<file path="src/rtl/feedback_arbiter.sv">
// Grants the single tone/LED resource to Simon playback, the player or an event jingle.
// Define FEEDBACK_EVT_JINGLE_EN to build the EVENT state and its four-note jingle.
module feedback_arbiter #(
   parameter int unsigned MIN_HOLD = 4,
   parameter int unsigned GAP_CYC  = 2,
   parameter int unsigned NOTE_CYC = 8
) (
   input  logic       clk,
   input  logic       reset,
   input  logic       sim_req,
   input  logic [1:0] sim_num,
   input  logic       ply_req,
   input  logic [1:0] ply_num,
   input  logic       evt_req,
   input  logic       evt_type,
   output logic [1:0] num,
   output logic       pressed,
   output logic [1:0] owner,
   output logic       evt_busy,
   output logic       evt_done
);

   localparam logic [15:0] MIN_HOLD_C = 16'(MIN_HOLD);
   localparam logic [15:0] GAP_CYC_C  = 16'(GAP_CYC);
   localparam logic [15:0] NOTE_CYC_C = 16'(NOTE_CYC);

   typedef enum logic [2:0] {
      S_IDLE,
      S_SIMON,
      S_PLAYER,
      S_GAP
`ifdef FEEDBACK_EVT_JINGLE_EN
      , S_EVENT
`endif
   } state_t;

   state_t      state_q, state_d;
   logic [15:0] cnt_q, cnt_d;
   logic [1:0]  num_q, num_d;
   logic        pressed_q, pressed_d;
   logic [1:0]  owner_q, owner_d;
   logic        busy_q, busy_d;
   logic        done_q, done_d;
   logic [1:0]  idx_q, idx_d;
   logic        type_q, type_d;

   function automatic logic [15:0] sat_inc(input logic [15:0] v);
      return (v == 16'hFFFF) ? v : v + 16'd1;
   endfunction

   always_comb begin
      state_d = state_q;
      cnt_d   = cnt_q;
      num_d   = num_q;
      busy_d  = busy_q;
      done_d  = 1'b0;
      idx_d   = idx_q;
      type_d  = type_q;

      unique case (state_q)
         S_IDLE: begin
            if (ply_req) begin
               state_d = S_PLAYER;
               cnt_d   = 16'd1;
               num_d   = ply_num;
            end else if (sim_req) begin
               state_d = S_SIMON;
               cnt_d   = 16'd1;
               num_d   = sim_num;
            end
         end
         S_SIMON: begin
            if (!sim_req && cnt_q >= MIN_HOLD_C) begin
               state_d = S_GAP;
               cnt_d   = 16'd1;
            end else begin
               cnt_d = sat_inc(cnt_q);
            end
         end
         S_PLAYER: begin
            if (!ply_req && cnt_q >= MIN_HOLD_C) begin
               state_d = S_GAP;
               cnt_d   = 16'd1;
            end else begin
               cnt_d = sat_inc(cnt_q);
            end
         end
         S_GAP: begin
            if (cnt_q >= GAP_CYC_C) begin
               state_d = S_IDLE;
               cnt_d   = 16'd0;
            end else begin
               cnt_d = sat_inc(cnt_q);
            end
         end
`ifdef FEEDBACK_EVT_JINGLE_EN
         S_EVENT: begin
            if (cnt_q >= NOTE_CYC_C) begin
               cnt_d = 16'd1;
               if (idx_q == 2'd3) begin
                  state_d = S_GAP;
                  busy_d  = 1'b0;
                  done_d  = 1'b1;
               end else begin
                  idx_d = idx_q + 2'd1;
               end
            end else begin
               cnt_d = sat_inc(cnt_q);
            end
         end
`endif
         default: begin
            state_d = S_IDLE;
            cnt_d   = 16'd0;
         end
      endcase

`ifdef FEEDBACK_EVT_JINGLE_EN
      // Jingle preempts any grant; re-triggers while playing are dropped.
      if (evt_req && state_q != S_EVENT) begin
         state_d = S_EVENT;
         cnt_d   = 16'd1;
         idx_d   = 2'd0;
         type_d  = evt_type;
         busy_d  = 1'b1;
      end
      if (state_d == S_EVENT) begin
         num_d = type_d ? idx_d : ~idx_d;
      end
`else
      done_d = evt_req;
`endif
   end

   always_comb begin
      pressed_d = 1'b0;
      owner_d   = 2'b00;
      unique case (state_d)
         S_SIMON: begin
            pressed_d = 1'b1;
            owner_d   = 2'b01;
         end
         S_PLAYER: begin
            pressed_d = 1'b1;
            owner_d   = 2'b10;
         end
`ifdef FEEDBACK_EVT_JINGLE_EN
         S_EVENT: begin
            pressed_d = 1'b1;
            owner_d   = 2'b11;
         end
`endif
         default: begin
            pressed_d = 1'b0;
            owner_d   = 2'b00;
         end
      endcase
   end

   always_ff @(posedge clk) begin
      if (reset) begin
         state_q   <= S_IDLE;
         cnt_q     <= 16'd0;
         num_q     <= 2'd0;
         pressed_q <= 1'b0;
         owner_q   <= 2'b00;
         busy_q    <= 1'b0;
         done_q    <= 1'b0;
         idx_q     <= 2'd0;
         type_q    <= 1'b0;
      end else begin
         state_q   <= state_d;
         cnt_q     <= cnt_d;
         num_q     <= num_d;
         pressed_q <= pressed_d;
         owner_q   <= owner_d;
         busy_q    <= busy_d;
         done_q    <= done_d;
         idx_q     <= idx_d;
         type_q    <= type_d;
      end
   end

`ifndef FEEDBACK_EVT_JINGLE_EN
   logic unused_evt;
   assign unused_evt = ^{evt_type, NOTE_CYC_C, idx_q, type_q};
`endif

   assign num      = num_q;
   assign pressed  = pressed_q;
   assign owner    = owner_q;
   assign evt_busy = busy_q;
   assign evt_done = done_q;

endmodule

</file>
<file path="config.mk">
export PLATFORM = sky130hd
export DESIGN_NAME = feedback_arbiter
export DESIGN_NICKNAME = d
export VERILOG_FILES = /design/src/rtl/feedback_arbiter.sv
export SDC_FILE = /design/constraint.sdc
export NUM_CORES = 1
export LEC_CHECK = 0
export ABC_CLOCK_PERIOD_IN_PS = 1660
export CAP_MARGIN = 20
export CORE_MARGIN = 4
export CORE_UTILIZATION = 50
export CTS_BUF_LIST = sky130_fd_sc_hd__clkbuf_16
export DETAILED_ROUTE_END_ITERATION = 16
export PLACE_DENSITY = 0.75
export SETUP_SLACK_MARGIN = 0.15
export SLEW_MARGIN = 10
export SYNTH_ARGS = -nofsm -noshare
export SYNTH_HDL_FRONTEND = slang
export SYNTH_SLANG_ARGS = --single-unit
</file>
<file path="constraint.sdc">
create_clock -name clk -period 1.66 [get_ports clk]
set_input_delay 0.498 -clock clk [delete_from_list [all_inputs] [get_ports clk]]
set_output_delay 0.498 -clock clk [all_outputs]
set_load 0.05 [all_outputs]
</file>
**Yosys cells after proc, flatten, opt, wreduce, memory -nomap -nowiden**

Index checks and enable logic that the tools add are counted.

- Flip-flop bits (word level): 25
- Word-level logic and storage cells: 41

- Add/sub/neg operators: 1
- $lt $le $gt $ge: 2
- Eq/ne operators: 7
- Mux-type cells: 17
- Reduce and logical (&&, ||, !) cells: 8

Operator list:

| cell | count |
|---|---|
| two-way mux 16 bit | 6 |
| case mux 16 bit (4 select lines) | 1 |
| adder 16 x 1 -> 16 bit (second input constant) | 1 |
| equality test 16 bit (second input constant) | 1 |
| greater-or-equal comparator 16 x 2 -> 1 bit (second input constant) | 1 |
| greater-or-equal comparator 16 x 3 -> 1 bit (second input constant) | 1 |
| two-way mux 3 bit | 5 |
| case mux 3 bit (4 select lines) | 1 |
| equality test 3 x 2 -> 1 bit (second input constant) | 3 |
| equality test 3 x 1 -> 1 bit (second input constant) | 2 |
| two-way mux 2 bit | 2 |
| case mux 2 bit (2 select lines) | 1 |
| logical NOT 3 bit | 1 |
| != test 3 bit (second input constant) | 1 |
| logical AND 1 bit | 2 |
| logical NOT 1 bit | 2 |
| AND reduction 2 bit | 1 |
| nonzero test 2 bit | 1 |
| OR reduction 2 bit | 1 |
| two-way mux 1 bit | 1 |

**Depth between registers and ports, before layout**

Gate-level depths: netlist of run 1.

- Depth after elaboration: 7
- Depth in mapped cells: 7

**Worst setup path after synthesis of run 1**

No wires, ideal clock.

- Path kind: reg2reg
- Start: register cnt_q[1]
- End: register cnt_q[6]
- Library setup time: 0.118 ns
- Data arrival time: 1.546 ns
- Setup slack: -0.004 ns
- Cell stages (with the launch flop): 8
- Buffers on the path: 1
- Period minus slack after synthesis: 1.664 ns
- Path through: dfxtp_1 > ha_1 > nand3_1 > nor4_2 > buf_4 > nor4_1 > xnor2_1 > nor2_1

- Longest elaborated chain between the ends: 4

RTL lines:

| element | RTL line | RTL |
|---|---|---|
| start, declared | 38 | `logic [15:0] cnt_q, cnt_d;` |
| start signal, assigned | 173 | `cnt_q <= cnt_d;` |
| adder 16 x 1 -> 16 bit (tied with other cells) | 48 | `return (v == 16'hFFFF) ? v : v + 16'd1;` |
| two-way mux 16 bit (tied with other cells) | 48 |  |
| two-way mux 16 bit (on tied branches) | 89, 73, 81 |  |
| case mux 16 bit (4 select lines) * | 60 | `unique case (state_q)` |

Mark *: on every way between the ends. The rest lies on a longest branch, timed or not.
A chain may end at the register's enable or synchronous reset.

**Worst setup path after layout of run 1**

- Start: register cnt_q[3]
- End: register cnt_q[15]

Same word-level chain as after synthesis.

==> out/results.ini, run 1 <==
[clocking]
cts-root-buf = clkbuf_16
htreeDepth = 1
clock_latency_ns = 0.26
clk_pin_slew_ns = 0.06
clk_path_buf_depth = 2
cts_tree = yes
clock-sinks = 25
cts_buffers = 3

[detailed_routing]
via_count = 1732
drcViolationCount = 0
routed_wl_mm = 5.222
drt_iter0_markers = 192
detail_route.wl_per_cell_um = 19.20
viasPerCell = 6.368
ant_nets = 0
firstDrtPassIters = 10

[worst_setup_path]
critPathArrivalTime_ns = 1.95
crit_buf_inv = 1
path_max_fanout = 4
cp-end-kind = flip-flop
cpMostUsedCell = a21oi_1
slowest_delay_ns = 0.50
cp.required_ns = 1.84
cp_top_family = simple AND/OR/NAND/NOR gates
crit_chain = buf_6, nand4_1, or4_4, nor2_1, a21oi_1, a21oi_1
cp_slowest_cell = or4_4
cp.depth = 6
worstSetupPathType = flip-flop to flip-flop
cp-start-kind = flip-flop
reg2regPathDepth = 6

[layout]
postLayoutCellArea_mm2 = 0.002349
finalNetCount = 254
final_util_pct = 83.72
drive_gt1_share_pct = 46.06
n_antenna_cell = 0
area_growth_pct = 56.94

[sta]
finalCritPeriodShare_pct = 106.7
clock_skew_ns = 0.003098
hold_violations = 0
final.setup.worst_slack_ns = -0.1104
max_freq_ghz = 0.5648
finalSetupViolations = 5
slew_violations = 0
finalCriticalPeriod_ns = 1.770
rsz0062_at_grt = true

[hold_path]
hold_path_class = flip-flop to flip-flop
holdPathStages = 2

[grt]
grt_max_degree = 14
overflow = 0
grt_pass1_vias = 1706
antenna_found_initial = 0
track_usage_pct = 25.30
grt_pass1_wl_mm = 7.969

[logic_synthesis]
synth_area_mm2 = 0.001496
synth_edf_count = 0
syn_inst = 180
syn_area_per_cell_um2 = 8.314
synth_top_area_cell = dfxtp_1
yosysSeqAreaShare_pct = 33.44
yosysWarnings = 0
synth_area_leaders = dfxtp_1 33%, nor2_1 6.5%, nand3_1 3.7%, a21oi_1 3.3%, nand2_1 3.3%
ys_seq_elements = 25
synthArstFlopShare_pct = 0
synthFlopType = dfxtp_1
synth_top_area_share_pct = 33.44
ys_types = 48

[power]
ir_worst_vdd_v = 0.0006975
p_total_mw = 1.391
leakage_nw = 0.9194
cellPowerDensity_mw_per_mm2 = 592.5

[run_status]
outcome = finished, violations left
violations = negative setup slack

[floorplan]
die_area_mm2 = 0.003932
die_h_um = 62.71
die_w_um = 62.71
num_rows = 19
core_area_mm2 = 0.002805
io_pins = 17
start_util_pct = 53.35

[run]
drv_cap = 0

[placement]
hpwl_mm = 3.009
port-buffer-count = 14
place_area_mm2 = 0.001948
globalplace.congestion = 0.8475

[synthesized netlist by cell type, types with 2 or more instances]
cell type,count
a211oi_1,4
a21oi_1,10
a31oi_1,3
and2_1,3
and3_1,3
buf_4,2
buf_6,2
dfxtp_1,25
ha_1,2
inv_1,9
mux2i_1,2
nand2_1,13
nand3_1,11
nand4_1,5
nor2_1,26
nor3_1,6
nor3b_1,4
nor4_1,3
nor4_2,2
nor4_4,2
o2111ai_1,2
o211ai_1,2
o21ai_0,4
o21ai_1,3
o22ai_2,2
xnor2_1,5
xor2_1,4
[power breakdown]
part	switching (mW)	total [mW]	internal, mW
clock	0.200	0.522	0.322
combinational	0.129	0.240	0.111
sequential	0.0210	0.629	0.608
[per-layer routing]
metal  part of all wire (%)  global-route usage, %
met5                      0                      0
met4                    6.0                  14.33
met3                    7.5                  5.935
met2                     48                  42.48
met1                     38                  29.32
[metrics by stage]
stage	std cells	TNS [ns]	hold WS [ns]	setup slack, ns
after floorplan	181	0	0.4833	0.1339
after global placement	250	-6.778	0.5020	-0.4168
after detailed placement	250	-8.062	0.5204	-0.4932
after CTS	264	0	0.5335	0.04586
after global routing	272	-0.8517	0.5685	-0.1328
final	272	-0.2713	0.5351	-0.1104
[repair_timing]
item                                    CTS  global route
gates cloned                              1             0
resized for setup                        43            15
endpoints found under the setup margin   22            22
pin swaps                                11             7
setup buffers                             9             8
hold buffers                              0             0
[sequential cells by signal (all words and copies together) (netlist names)]
name,count
owner,2
evt_done,1
cnt_q,16
pressed,1
state_q,3
num,2
[final timing paths]
kind / start / to / slack (ns)
worst min-delay path: num[0] / num[0] / 0.54
worst max-delay path: cnt_q[3] / cnt_q[15] / -0.11
worst max register to register: cnt_q[3] / cnt_q[15] / -0.11
worst min register to register: num[0] / num[0] / 0.54
[worst reg2reg max path, delay by kind of cell (launching register included)]
kind / cells / cell delay [ns]
AND/OR/NAND/NOR: 3 / 0.91
flip-flops: 1 / 0.37
AO/OA/AOI/OAI: 2 / 0.29
buffers and inverters: 1 / 0.14
[cell type report]
type / count / area (µm²)
clock buffer: 3 / 75.07
timing repair buffer: 62 / 575.6
clock inverter: 1 / 3.754
tap: 31 / 38.79
multi-input combinational: 141 / 1090
inverter: 9 / 33.78
sequential: 25 / 531.8
fill: 149 / 456.7
[layout by cell type, fill, tap and decap left out, drive strengths merged, types with 5 or more instances in the layout]
cell type       n
a21oi          10
buf            54
clkdlybuf4s50   5
dfxtp          25
inv            10
nand2          14
nand3          11
nand4           7
nor2           26
nor3            6
nor4            7
o21ai           7
xnor2           5
[kinds of logic after synthesis]
family	count (synthesis)	share of synthesized area, %
other	1	0.2506
AND/OR/NAND/NOR	89	34.62
adder cells (fa/ha/maj)	2	1.672
buffers and inverters	15	6.019
flip-flops	25	33.44
multiplexers	2	1.338
AO/OA/AOI/OAI	37	17.39
XOR/XNOR	9	5.267
Power figures use the tool's default switching activity.
==> run 2, diff against run 1 <==
CAP_MARGIN = unset   (was 20)
SLEW_MARGIN = 20   (was 10)
==> results of run 2 <==
The final DEF is identical to that of run 1; final timing and power are the same.
